==> src/rtl/mem_arbiter_if.sv <==
// ============================================================================
// Module      : mem_arbiter_if
// Description : Bundle of requester handshakes (I-cache fill, D-cache
//               fill/write-through) and main-memory bus for mem_arbiter.
//               master = arbiter side, slave = requesters + memory side.
// Revision    : 1.0  initial release
// ============================================================================
`default_nettype none

interface mem_arbiter_if #(
  parameter int WORDS = 8
) ();
  localparam int WIDX = $clog2(WORDS);

  // Requester side
  logic            i_req;
  logic [15:0]     i_addr;
  logic            d_req;
  logic [15:0]     d_addr;
  logic            d_wr;
  logic [15:0]     d_wdata;
  logic            i_gnt;
  logic            d_gnt;
  logic            i_fill_valid;
  logic            d_fill_valid;
  logic [15:0]     fill_data;
  logic [WIDX-1:0] fill_word;
  logic            i_done;
  logic            d_done;
  logic            busy;

  // Memory side
  logic            mem_en;
  logic            mem_wr;
  logic [15:0]     mem_addr;
  logic [15:0]     mem_wdata;
  logic [15:0]     mem_data_out;
  logic            mem_data_valid;

  modport master (
    input  i_req, i_addr, d_req, d_addr, d_wr, d_wdata,
    input  mem_data_out, mem_data_valid,
    output i_gnt, d_gnt, i_fill_valid, d_fill_valid, fill_data, fill_word,
    output i_done, d_done, busy,
    output mem_en, mem_wr, mem_addr, mem_wdata
  );

  modport slave (
    output i_req, i_addr, d_req, d_addr, d_wr, d_wdata,
    output mem_data_out, mem_data_valid,
    input  i_gnt, d_gnt, i_fill_valid, d_fill_valid, fill_data, fill_word,
    input  i_done, d_done, busy,
    input  mem_en, mem_wr, mem_addr, mem_wdata
  );
endinterface

`default_nettype wire

==> src/rtl/mem_arbiter.sv <==
// ============================================================================
// Module      : mem_arbiter
// Description : Shares one pipelined main memory between the I-cache fill
//               path and the D-cache fill/write-through path. Fills issue
//               WORDS back-to-back reads of a 16-byte block and route the
//               returned words (tagged by index) to the owner; D-side
//               write-throughs issue a single write. Completion is decided
//               by counting mem_data_valid pulses, so memory latency
//               (nominally 4 cycles) does not matter to correctness.
// Macro       : RR_ARB_EN - round-robin priority on simultaneous requests
//               (undefined: fixed D-over-I priority).
// Revision    : 1.0  initial release
// ============================================================================
`default_nettype none

module mem_arbiter #(
  parameter int WORDS = 8
) (
  input  logic         clk,
  input  logic         rst,
  mem_arbiter_if.master bus
);
  localparam int WIDX = $clog2(WORDS);
  localparam logic [WIDX-1:0] LAST_WORD = WIDX'(WORDS - 1);
  localparam logic OWNER_I = 1'b0;
  localparam logic OWNER_D = 1'b1;

  typedef enum logic [1:0] {IDLE, ISSUE, DRAIN, WRITE} state_t;

  state_t          state;
  state_t          state_nxt;
  logic            owner;
  logic [WIDX-1:0] issue_cnt;
  logic [WIDX-1:0] recv_cnt;
  logic [15:0]     base;
  logic [3:0]      low;
  logic [15:0]     wdata;
  logic            i_gnt_r;
  logic            d_gnt_r;
  logic            grant;
  logic            grant_d;
  logic            rx_valid;
  logic            rx_last;
`ifdef RR_ARB_EN
  logic            last_owner;
`endif

  // Arbitration: who wins when the arbiter is idle
  always_comb begin
    grant = (state == IDLE) && (bus.i_req || bus.d_req);
`ifdef RR_ARB_EN
    // On contention the requester that did not own the previous grant wins
    grant_d = bus.d_req && (!bus.i_req || (last_owner == OWNER_I));
`else
    grant_d = bus.d_req;
`endif
  end

  // Receive path qualifiers: valids only count while a fill is in flight
  always_comb begin
    rx_valid = bus.mem_data_valid && ((state == ISSUE) || (state == DRAIN));
    rx_last  = rx_valid && (recv_cnt == LAST_WORD);
  end

  // State register
  always_ff @(posedge clk or posedge rst) begin
    if (rst) begin
      state <= IDLE;
    end else begin
      state <= state_nxt;
    end
  end

  // Next-state decode
  always_comb begin
    state_nxt = state;
    case (state)
      IDLE: begin
        if (grant) begin
          state_nxt = (grant_d && bus.d_wr) ? WRITE : ISSUE;
        end
      end
      ISSUE: begin
        if (rx_last) begin
          state_nxt = IDLE;
        end else if (issue_cnt == LAST_WORD) begin
          state_nxt = DRAIN;
        end
      end
      DRAIN: begin
        if (rx_last) begin
          state_nxt = IDLE;
        end
      end
      WRITE: begin
        state_nxt = IDLE;
      end
      default: begin
        state_nxt = IDLE;
      end
    endcase
  end

  // Transaction context, counters and registered grant pulses
  always_ff @(posedge clk or posedge rst) begin
    if (rst) begin
      owner     <= OWNER_I;
      issue_cnt <= '0;
      recv_cnt  <= '0;
      base      <= '0;
      low       <= '0;
      wdata     <= '0;
      i_gnt_r   <= 1'b0;
      d_gnt_r   <= 1'b0;
`ifdef RR_ARB_EN
      last_owner <= OWNER_I;
`endif
    end else begin
      i_gnt_r <= 1'b0;
      d_gnt_r <= 1'b0;
      if (grant) begin
        owner   <= grant_d ? OWNER_D : OWNER_I;
        i_gnt_r <= !grant_d;
        d_gnt_r <= grant_d;
        base    <= (grant_d ? bus.d_addr : bus.i_addr) & 16'hFFF0;
        // Low address bits only matter for a single-word write-through
        low     <= grant_d ? bus.d_addr[3:0] : 4'h0;
        if (grant_d && bus.d_wr) begin
          wdata <= bus.d_wdata;
        end
`ifdef RR_ARB_EN
        last_owner <= grant_d ? OWNER_D : OWNER_I;
`endif
      end
      if (state_nxt == IDLE) begin
        issue_cnt <= '0;
        recv_cnt  <= '0;
      end else begin
        if (state == ISSUE) begin
          issue_cnt <= issue_cnt + 1'b1;
        end
        if (rx_valid) begin
          recv_cnt <= recv_cnt + 1'b1;
        end
      end
    end
  end

  // Output decode: everything is forced low while idle
  always_comb begin
    bus.busy         = (state != IDLE);
    bus.i_gnt        = i_gnt_r;
    bus.d_gnt        = d_gnt_r;
    bus.mem_en       = (state == ISSUE) || (state == WRITE);
    bus.mem_wr       = (state == WRITE);
    bus.mem_addr     = 16'h0000;
    bus.mem_wdata    = 16'h0000;
    if (state == ISSUE) begin
      bus.mem_addr = base | 16'({issue_cnt, 1'b0});
    end else if (state == WRITE) begin
      bus.mem_addr  = base | {12'h000, low};
      bus.mem_wdata = wdata;
    end
    bus.fill_data    = rx_valid ? bus.mem_data_out : 16'h0000;
    bus.fill_word    = rx_valid ? recv_cnt : '0;
    bus.i_fill_valid = rx_valid && (owner == OWNER_I);
    bus.d_fill_valid = rx_valid && (owner == OWNER_D);
    bus.i_done       = rx_last && (owner == OWNER_I);
    bus.d_done       = (rx_last && (owner == OWNER_D)) || (state == WRITE);
  end

endmodule

`default_nettype wire

==> src/flat_wrapper.sv <==
// flat-port wrapper written by rule: the top's interface ports become plain ports
module mem_arbiter_flat 
#(
  parameter int WORDS = 8
)
  (clk, rst, bus_i_req, bus_i_addr, bus_d_req, bus_d_addr, bus_d_wr, bus_d_wdata, bus_mem_data_out, bus_mem_data_valid, bus_i_gnt, bus_d_gnt, bus_i_fill_valid, bus_d_fill_valid, bus_fill_data, bus_fill_word, bus_i_done, bus_d_done, bus_busy, bus_mem_en, bus_mem_wr, bus_mem_addr, bus_mem_wdata);
  mem_arbiter_if #(.WORDS(WORDS)) bus_i ();
  input  logic clk;
  input  logic rst;
  input wire logic [$bits(bus_i.i_req)-1:0] bus_i_req;
  input wire logic [$bits(bus_i.i_addr)-1:0] bus_i_addr;
  input wire logic [$bits(bus_i.d_req)-1:0] bus_d_req;
  input wire logic [$bits(bus_i.d_addr)-1:0] bus_d_addr;
  input wire logic [$bits(bus_i.d_wr)-1:0] bus_d_wr;
  input wire logic [$bits(bus_i.d_wdata)-1:0] bus_d_wdata;
  input wire logic [$bits(bus_i.mem_data_out)-1:0] bus_mem_data_out;
  input wire logic [$bits(bus_i.mem_data_valid)-1:0] bus_mem_data_valid;
  output wire logic [$bits(bus_i.i_gnt)-1:0] bus_i_gnt;
  output wire logic [$bits(bus_i.d_gnt)-1:0] bus_d_gnt;
  output wire logic [$bits(bus_i.i_fill_valid)-1:0] bus_i_fill_valid;
  output wire logic [$bits(bus_i.d_fill_valid)-1:0] bus_d_fill_valid;
  output wire logic [$bits(bus_i.fill_data)-1:0] bus_fill_data;
  output wire logic [$bits(bus_i.fill_word)-1:0] bus_fill_word;
  output wire logic [$bits(bus_i.i_done)-1:0] bus_i_done;
  output wire logic [$bits(bus_i.d_done)-1:0] bus_d_done;
  output wire logic [$bits(bus_i.busy)-1:0] bus_busy;
  output wire logic [$bits(bus_i.mem_en)-1:0] bus_mem_en;
  output wire logic [$bits(bus_i.mem_wr)-1:0] bus_mem_wr;
  output wire logic [$bits(bus_i.mem_addr)-1:0] bus_mem_addr;
  output wire logic [$bits(bus_i.mem_wdata)-1:0] bus_mem_wdata;
  assign bus_i.i_req = bus_i_req;
  assign bus_i.i_addr = bus_i_addr;
  assign bus_i.d_req = bus_d_req;
  assign bus_i.d_addr = bus_d_addr;
  assign bus_i.d_wr = bus_d_wr;
  assign bus_i.d_wdata = bus_d_wdata;
  assign bus_i.mem_data_out = bus_mem_data_out;
  assign bus_i.mem_data_valid = bus_mem_data_valid;
  assign bus_i_gnt = bus_i.i_gnt;
  assign bus_d_gnt = bus_i.d_gnt;
  assign bus_i_fill_valid = bus_i.i_fill_valid;
  assign bus_d_fill_valid = bus_i.d_fill_valid;
  assign bus_fill_data = bus_i.fill_data;
  assign bus_fill_word = bus_i.fill_word;
  assign bus_i_done = bus_i.i_done;
  assign bus_d_done = bus_i.d_done;
  assign bus_busy = bus_i.busy;
  assign bus_mem_en = bus_i.mem_en;
  assign bus_mem_wr = bus_i.mem_wr;
  assign bus_mem_addr = bus_i.mem_addr;
  assign bus_mem_wdata = bus_i.mem_wdata;
  mem_arbiter #(.WORDS(WORDS)) u_core (.clk(clk), .rst(rst), .bus(bus_i));
endmodule
==> config.mk <==
export PLATFORM = sky130hd
export DESIGN_NAME = mem_arbiter_flat
export DESIGN_NICKNAME = d
export VERILOG_FILES = /design/src/rtl/mem_arbiter_if.sv /design/src/rtl/mem_arbiter.sv /design/src/flat_wrapper.sv
export SDC_FILE = /design/constraint.sdc
export NUM_CORES = 1
export LEC_CHECK = 0
export ABC_AREA = 1
export ABC_CLOCK_PERIOD_IN_PS = 1700
export BUFFER_PORTS_ARGS = -buffer_cell sky130_fd_sc_hd__buf_2
export CAP_MARGIN = 25
export CORE_UTILIZATION = 45
export DETAILED_ROUTE_END_ITERATION = 12
export HOLD_SLACK_MARGIN = 0.12
export MAX_ROUTING_LAYER = met4
export PLACE_DENSITY = 0.81
export RECOVER_POWER = 25
export REMOVE_ABC_BUFFERS = 1
export SLEW_MARGIN = 40
export SYNTH_ARGS = -nofsm -noshare
export SYNTH_HDL_FRONTEND = slang
export SYNTH_SLANG_ARGS = --single-unit
==> constraint.sdc <==
create_clock -name clk -period 1.7 [get_ports clk]
set_input_delay 0.17 -clock clk [delete_from_list [all_inputs] [get_ports clk]]
set_output_delay 0.17 -clock clk [all_outputs]
set_load 0.03 [all_outputs]
# Word-level counts from Yosys, hierarchy flattened
# Index checks and enable logic that the tools add are counted.
# totals
regBits	43
input_bits	70
output_inout_bits	60
elab_cells	59
# op_classes
addsub	2
eq_ne	5
mux	21
bitwise	3
reduce_logical	19
# op_table
cell	count
2-to-1 mux 16 bit	6
OR 16 x 4 -> 16 bit	2
2-to-1 mux 3 bit	5
2-to-1 mux 2 bit	5
logical AND 1 bit	8
case mux 2 bit (4 select lines)	1
adder 3 x 1 -> 3 bit (second input constant)	2
== test 3 bit (second input constant)	2
nonzero test 2 bit	3
== test 2 bit (second input constant)	2
zero test 2 bit	2
logical OR 1 bit	4
2-to-1 mux 4 bit	1
2-to-1 mux 1 bit	3
== test 2 x 1 -> 1 bit (second input constant)	1
AND reduction 2 bit	1
zero test 1 bit	1
NOT 1 bit	1

# Depth between registers and ports, before layout
# Gate-level depths: netlist of the first run.
# logic_depth
depth_word	8
ltp_mapped	9
mapped_depth_nobuf	8

# Worst setup path after synthesis of the first run
# OpenSTA, ideal clock, no wires.
# synth_timing
path_kind	register to output
startpoint	reg u_core.state[1]
endpoint	out bus_mem_addr[1]
arrival_time_ns	1.739
required_ns	1.530
setup_slack_ns	-0.209
stages_incl_launch_ff	8
path_buffers	2
path_cell_list	dfrtp_1 > inv_1 > ha_1 > buf_6 > inv_2 > nand2_1 > buf_2 > o21ai_0
# synth_between
elab_chain_cells	3
word_cells_on_any_way	4
cone_classes	2 x eq/ne; 2 x mux
# synth_rtl
item	line_no	rtl
start, declared	mem_arbiter.sv:30	state_t state;
start signal, assigned	mem_arbiter.sv:70	state <= state_nxt;
== test 2 bit	mem_arbiter.sv:160	end else if (state == WRITE) begin
2-to-1 mux 16 bit	mem_arbiter.sv:160	
2-to-1 mux 16 bit (*)	mem_arbiter.sv:158	if (state == ISSUE) begin
end, declared	flat_wrapper.sv:29	output wire logic [$bits(bus_i.mem_addr)-1:0] bus_mem_addr;
# Mark *: on every way between the ends. The rest lies on a longest branch, timed or not.

# Final worst setup path of the first run
# layout_timing
startpoint	reg u_core.state[0]
endpoint	out bus_mem_wdata[8]
# layout_between
elab_chain_cells	3
word_cells_on_any_way	4
cone_classes	2 x eq/ne; 2 x mux
# layout_rtl
item	line_no	rtl
== test 2 bit	mem_arbiter.sv:160	
2-to-1 mux 16 bit	mem_arbiter.sv:160	
2-to-1 mux 16 bit (*)	mem_arbiter.sv:158	
end, declared	flat_wrapper.sv:30	output wire logic [$bits(bus_i.mem_wdata)-1:0] bus_mem_wdata;
# Marked as above.

==> results of run 1 <==
worst max-delay path by stage:
stage               startpoint          endpoint  cells after the start
3_3_place_gp   u_core.state[1]  bus_mem_wdata[8]                      7
5_1_grt        u_core.state[0]  bus_mem_wdata[1]                      7
6_report       u_core.state[0]  bus_mem_wdata[8]                      7
4_1_cts        u_core.state[0]  bus_mem_wdata[7]                      7
3_5_place_dp   u_core.state[1]  bus_mem_wdata[8]                      7
2_1_floorplan  u_core.state[1]   bus_mem_addr[1]                      3
repair_timing:
item                                    4_1_cts  5_1_grt
setup buffers                                10        2
hold endpoints to repair                     47        0
gates cloned                                  2        3
endpoints found under the setup margin       56       63
resized for setup                            93      108
hold buffers                                 44        0
pin swaps                                     4       14
synthesized netlist by cell type (all sizes together):
cell     n  area, um2
mux2i    1       10.0
o211ai  12        130
a21oi   10       61.3
nand3    5       25.0
xor2     1       8.76
clkbuf   2       7.51
buf     10       70.1
ha       9        113
nor2    55        214
inv     71        269
o21bai   1       7.51
nand2   63        249
dfrtp   43       1080
o22ai    1       6.26
xnor2    1       8.76
o21ai   23        115
state kept, by name, indices dropped and copies added, names as in the netlist:
| register | cells |
|---|---|
| u_core.bus.d_gnt | 1 |
| u_core.owner | 1 |
| u_core.low | 4 |
| u_core.base | 12 |
| u_core.issue_cnt | 3 |
| u_core.recv_cnt | 3 |
| u_core.wdata | 16 |
| u_core.bus.i_gnt | 1 |
| u_core.state | 2 |
power groups by stage:
stage | Clock (mW) | Sequential, mW | Combinational [mW]
after floorplan | 0 | 1.65 | 2.19
after global placement | 0 | 1.65 | 3.03
after detailed placement | 0 | 1.67 | 3.10
after CTS | 0.646 | 1.65 | 3.96
after global routing | 0.678 | 1.72 | 5.25
final | 0.628 | 1.68 | 4.92
per-layer routing:
metal  share of wire  up-vias  wire length [um]
li1                -     1301                 -
met1            0.37     1339              3220
met2            0.55      117              4700
met3           0.053       23               458
met4           0.026        0               220
met5               0        -                 0
metrics by stage:
stage | cells | power (mW)
after detailed placement | 500 | 4.77
after global placement | 500 | 4.68
after global routing | 569 | 7.65
after CTS | 564 | 6.26
after floorplan | 296 | 3.83
final | 569 | 7.23
placed cells by master, fill, tap and decap left out, types with 3 or more instances in the layout:
cell,n
inv_2,5
ha_1,5
buf_4,32
clkbuf_16,3
nand3_1,4
o211ai_2,8
clkbuf_8,5
ha_4,3
nor2_4,34
o21ai_1,3
dfrtp_1,43
nand2_1,58
buf_6,42
o21ai_0,20
dlygate4sd3_1,44
nor2_2,7
nor2_1,14
inv_1,64
a21oi_1,4
o211ai_1,4
a21oi_2,5
buf_2,69
final cells by class:
class | count | area [um2] | area share
timing repair buffer | 195 | 1660 | 0.370
multi-input combinational | 182 | 1310 | 0.292
sequential | 43 | 1080 | 0.240
inverter | 71 | 272 | 0.0604
tap | 70 | 87.6 | 0.0195
clock buffer | 6 | 72.6 | 0.0162
clock inverter | 2 | 12.5 | 0.00279
cell families after synthesis:
logic type      count (synthesis)  share of synthesized area
buf+inv                        83                      0.146
xor+xnor                        2                    0.00739
flops                          43                      0.454
fa+ha+maj                       9                     0.0475
mux                             1                    0.00422
compound gates                 47                      0.135
simple gates                  123                      0.206
tightest hold or removal path, stage by stage:
cell and delay, ns:
buf_2 0.08, nand2_1 0.05, o211ai_1 0.08
==> results.md, run 1 <==
- Drt drc: 0
- Family with the most delay on the worst path: buffers and inverters
- N_diodes: 0
- Vias: 2,780
- Initial DRT Pass Iterations: 6
- Switching power: 3.48 mW
- Crit path max-delay cell type: dfrtp_1
- Via density: 4.89
- Buffers on Ports: 125
- Slew margin rel.: 0.560
- P_int: 3.75 mW
- HPWL Detailed: 4050 um
- Dpl cell area: 3100 um2
- # setup viols final: 49
- PwrDens: 1610 nW/um2
- Worst-path clk slew: 0.08 ns
- WL per Instance: 15.1 um
- FILL cells: 249
- Synth warnings: 0
- Worst Setup Slack, final: -0.0777 ns
- First-pass GRT wire length: 10,800 um
- Initial DRC count: 131
- Max clock buf depth: 2
- Skew final: 0.00570 ns
- Root buffer cell: clkbuf_8
- Violated checks: negative setup slack
- Fin. max-slew vios: 0
- Reg2reg setup slack: 0.06 ns
- Final net count: 577
- Final ANT Viol Nets: 0
- Vias in the first global route: 2,480
- Clk_lat worst skew: 0.29 ns
- Die height: 74.6 um
- Actual slew at the worst max-slew pin: 0.659 ns
- Util after Layout: 0.885
- M2 GR Usage: 0.478
- Kind of critical path: register to output pin
- Area growth syn-to-layout: 89.4%
- Highest clock rate: 563 MHz
- Place WS: 0.0610 ns
- Tcrit/Tclk final: 1.05
- Distinct cells, synth: 26
- Worst reg2reg path endpoint: u_core.issue_cnt[1]
- CP Capture Type: output pin
- WP data required: 1.53 ns
- Gr ovfl total: 0
- Clock Power Share: 0.087
- Slowest stage delay, CP: 0.42 ns
- Status: finished, violations left
- CTS tree: built
- Critical path arrival: 1.61 ns
- Synth Register Bits: 43
- Sequential share of power: 0.233
- Mapped Cells: 308
- Die area: 5560 um2
- Buf/Inv on CP: 4
- Htree depth: 2
- Met3 GRT Util: 0.0312
- Avg Synthesized Cell Area: 7.70 um2
- Fraction of layout cells with a size suffix above 1: 0.461
- Antenna violations before repair: 0
- Comb power frac: 0.680
- Cts bufs inserted: 5
- Post-Route WL: 8590 um
- Top Usage Layer GRT: met2
- HP Start: bus_d_addr[13]
- Switching part of the total: 0.481
- Leak: 2.26 nW
- Die width: 74.6 um
- Worst-path cell chain: buf_6 > ha_4 > inv_4 > nand2_8 > clkbuf_16 > nor2_4 > buf_6
- Count of max-cap constraint violations: 0
- IO Count: 130
- Critical path launch point type: register
- Core area: 5070 um2
- Clk sinks: 43
- Num rows: 26
- Final Hold Fails: 0
- Pin count of the biggest net entering global routing: 33
- Endpoint, Worst Hold: u_core.base[13]
- Starting Density: 0.467
- CP Max Fanout: 6
- Top cell by count, worst path: buf_6
- Crit path time final: 1.78 ns
- RSZ-0062 raised after global routing: true
- Hold Path Depth: 3
- Fin Hold WS: 0.125 ns
- Gr usage total: 0.266
- Area of the mapped netlist: 2370 um2
- Reg2Reg Depth: 10
- Met1 global-route usage: 0.309
- Max IR drop VDD: 972 uV
- Worst min path class: primary input to register
- Routability congestion estimate: 0.796
- Reg2Reg Launch Point: u_core.state[0]
- Setup TNS Final: -1.35 ns
- Seq/Total Area, Yosys: 0.454
- Final instance area: 4490 um2
No activity file was read; power rests on OpenSTA's default activity.
==> inputs of run 2 (changes only) <==
Settings changed: ABC_CLOCK_PERIOD_IN_PS 1700 to 1950, CORE_UTILIZATION 45 to 46, CTS_BUF_LIST set to sky130_fd_sc_hd__clkbuf_4, PLACE_DENSITY 0.81 to 0.82, SLEW_MARGIN 40 to 20.
Clock period 1.7 ns to 1.95 ns, I/O delays scaled along.
==> results.md, run 2 (synthesis gave the netlist of run 1 again) <==
- Commonest non-fill, non-tap cell in the layout: buf_2 (unchanged)
- Root buffer cell: clkbuf_4 (was clkbuf_8)
- Largest regs: u_core.wdata x16, u_core.base x12, u_core.low x4 (unchanged)
- Tcrit/Tclk final: 0.976
- Gr usage total: 0.276 (was 0.266)
- Final net count: 563 (was 577)
- Pin count of the biggest net entering global routing: 44 (was 33)
- RSZ-0062 raised after global routing: true (unchanged)
- Buffers on Ports: 125 (unchanged)
- HPWL Detailed: 4070 um (was 4050 um)
- Kind of critical path: register to output pin (unchanged)
- Skew final: 0.0101 ns (was 0.00570 ns)
- Leak: 2.09 nW (was 2.26 nW)
- Max clock buf depth: 2 (unchanged)
- Worst min path class: primary input to register (unchanged)
- WP data required: 1.75 ns (was 1.53 ns)
- Status: finished, final reports clean (was finished, violations left)
- Clk sinks: 43 (unchanged)
- Actual slew at the worst max-slew pin: 1.05 ns (was 0.659 ns)
- Die width: 73.8 um (was 74.6 um)
- Register name with the most flops: u_core.wdata (unchanged)
- Non-filler cells, final: 550 (was 569)
- Clk_lat worst skew: 0.35 ns (was 0.29 ns)
- Vias: 2,641 (was 2,780)
- Sequential cell area: 1080 um2 (about the same)
- FILL cells: 303 (was 249)
- Gr ovfl total: 0 (unchanged)
- Count of max-cap constraint violations: 0 (unchanged)
- Final ANT Viol Nets: 0 (unchanged)
- Post-Route WL: 7460 um (was 8590 um)
- Max IR drop VDD: 854 uV (was 972 uV)
- Fraction of layout cells with a size suffix above 1: 0.350 (was 0.461)
- Cts bufs inserted: 5 (unchanged)
- First-pass GRT wire length: 10,900 um (was 10,800 um)
- CP Capture Type: output pin (unchanged)
- Htree depth: 2 (unchanged)
- Die area: 5450 um2 (was 5560 um2)
- Critical path arrival: 1.71 ns (was 1.61 ns)
- Via density: 4.80 (was 4.89)
- CTS tree: built (unchanged)
- Drt drc: 0 (unchanged)
- Slew margin rel.: 0.303 (was 0.560)
- PwrDens: 1350 nW/um2 (was 1610 nW/um2)
- Antenna violations before repair: 0 (unchanged)
- Util after Layout: 0.770 (was 0.885)
- IO Count: 130 (unchanged)
- Highest clock rate: 525 MHz
- # setup viols final: 0 (was 49)
- Die height: 73.8 um (was 74.6 um)
- Multi-input combinational cell area: 1010 um2 (was 1310 um2)
- WL per Instance: 13.6 um (was 15.1 um)
- Starting Density: 0.489 (was 0.467)
- Fin Hold WS: 0.198 ns (was 0.125 ns)
- Critical path launch point type: register (unchanged)
- Inst Count DP: 494 (was 500)
- Core area: 4850 um2 (was 5070 um2)
- Fin. max-slew vios: 0 (unchanged)
- Crit path time final: 1.90 ns
- Vias in the first global route: 2,549 (was 2,480)
- Num rows: 25 (was 26)
- Setup TNS Final: 0 ns (was -1.35 ns)
- Worst-path clk slew: 0.12 ns (was 0.08 ns)
- Most frequent cells in the layout: buf_2, inv_1, nand2_1 (unchanged)
- Routability congestion estimate: 0.790 (was 0.796)
- CP Max Fanout: 15 (was 6)
- Area growth syn-to-layout: 57.5% (was 89.4%)
- Initial DRT Pass Iterations: 6 (unchanged)
- Final Hold Fails: 0 (unchanged)
- Pwr Total: 5.04 mW (was 7.23 mW)
- Initial DRC count: 101 (was 131)
- N_diodes: 0 (unchanged)
- Max reg flops: 16 (unchanged)
run 2: cell count changes in the layout (fill, tap and decap cells not counted), sizes merged:
| cell | delta |
|---|---|
| buf | -13 |
| clkbuf | -3 |
| dlygate4sd3 | +1 |
| inv | -1 |
run 2: where the power goes:
part | switching (mW) | total, mW | internal (mW) | leakage [nW]
combinational | 2.04 | 3.17 | 1.13 | 1.53
clock | 0.286 | 0.414 | 0.127 | 0.0232
sequential | 0.162 | 1.45 | 1.29 | 0.538
run 2: layer usage:
layer / vias to the layer above / GRT usage / wire length (um)
met5: - / - / 0
met4: 0 / 0.139 / 255
met3: 33 / 0.0521 / 417
met2: 134 / 0.463 / 3880
met1: 1208 / 0.315 / 2910
li1: 1266 / - / -
run 2: final timing paths:
check | startpoint | cells after the start | slack (ns) | end
worst max-delay path | u_core.state[0] | 6 | 0.05 | bus_mem_wdata[1]
max in group asynchronous | rst | 4 | 0.55 | u_core.state[0]
min in group asynchronous | rst | 4 | 0.68 | u_core.wdata[10]
worst max register to register | u_core.state[0] | 8 | 0.29 | u_core.base[8]
worst min register to register | u_core.wdata[4] | 2 | 0.55 | u_core.wdata[4]
worst min-delay path | bus_mem_data_valid | 5 | 0.20 | u_core.recv_cnt[2]
run 2: metrics by stage:
stage / cell area (um2) / setup WS [ns]
2_1_floorplan: 2290 / -0.157
3_5_place_dp: 3060 / 0.262
3_3_place_gp: 3060 / 0.308
6_report: 3730 / 0.0461
4_1_cts: 3620 / -0.00535
5_1_grt: 3730 / -0.0395
run 2: what timing repair did:
item,CTS,global route
hold buffers,45,0
cloned,0,1
endpoints found under the setup margin,50,52
hold endpoints to repair,75,0
buffers inserted,2,2
resized for setup,15,50
run 2: worst max-delay path, cell delays in order (launching register included):
cell and delay, ns:
dfrtp_2 0.45, buf_4 0.15, ha_4 0.18, nand2_4 0.09, buf_8 0.16, nor2_1 0.13
buf_4 0.19
run 2: layout make-up:
type                            instances  share of cell area
Clock buffer                            5              0.0101
Clock inverter                          1             0.00201
Inverter                               71              0.0720
Multi-Input combinational cell        182               0.269
Sequential cell                        43               0.288
Tap cell                               67              0.0224
Timing Repair Buffer                  181               0.336
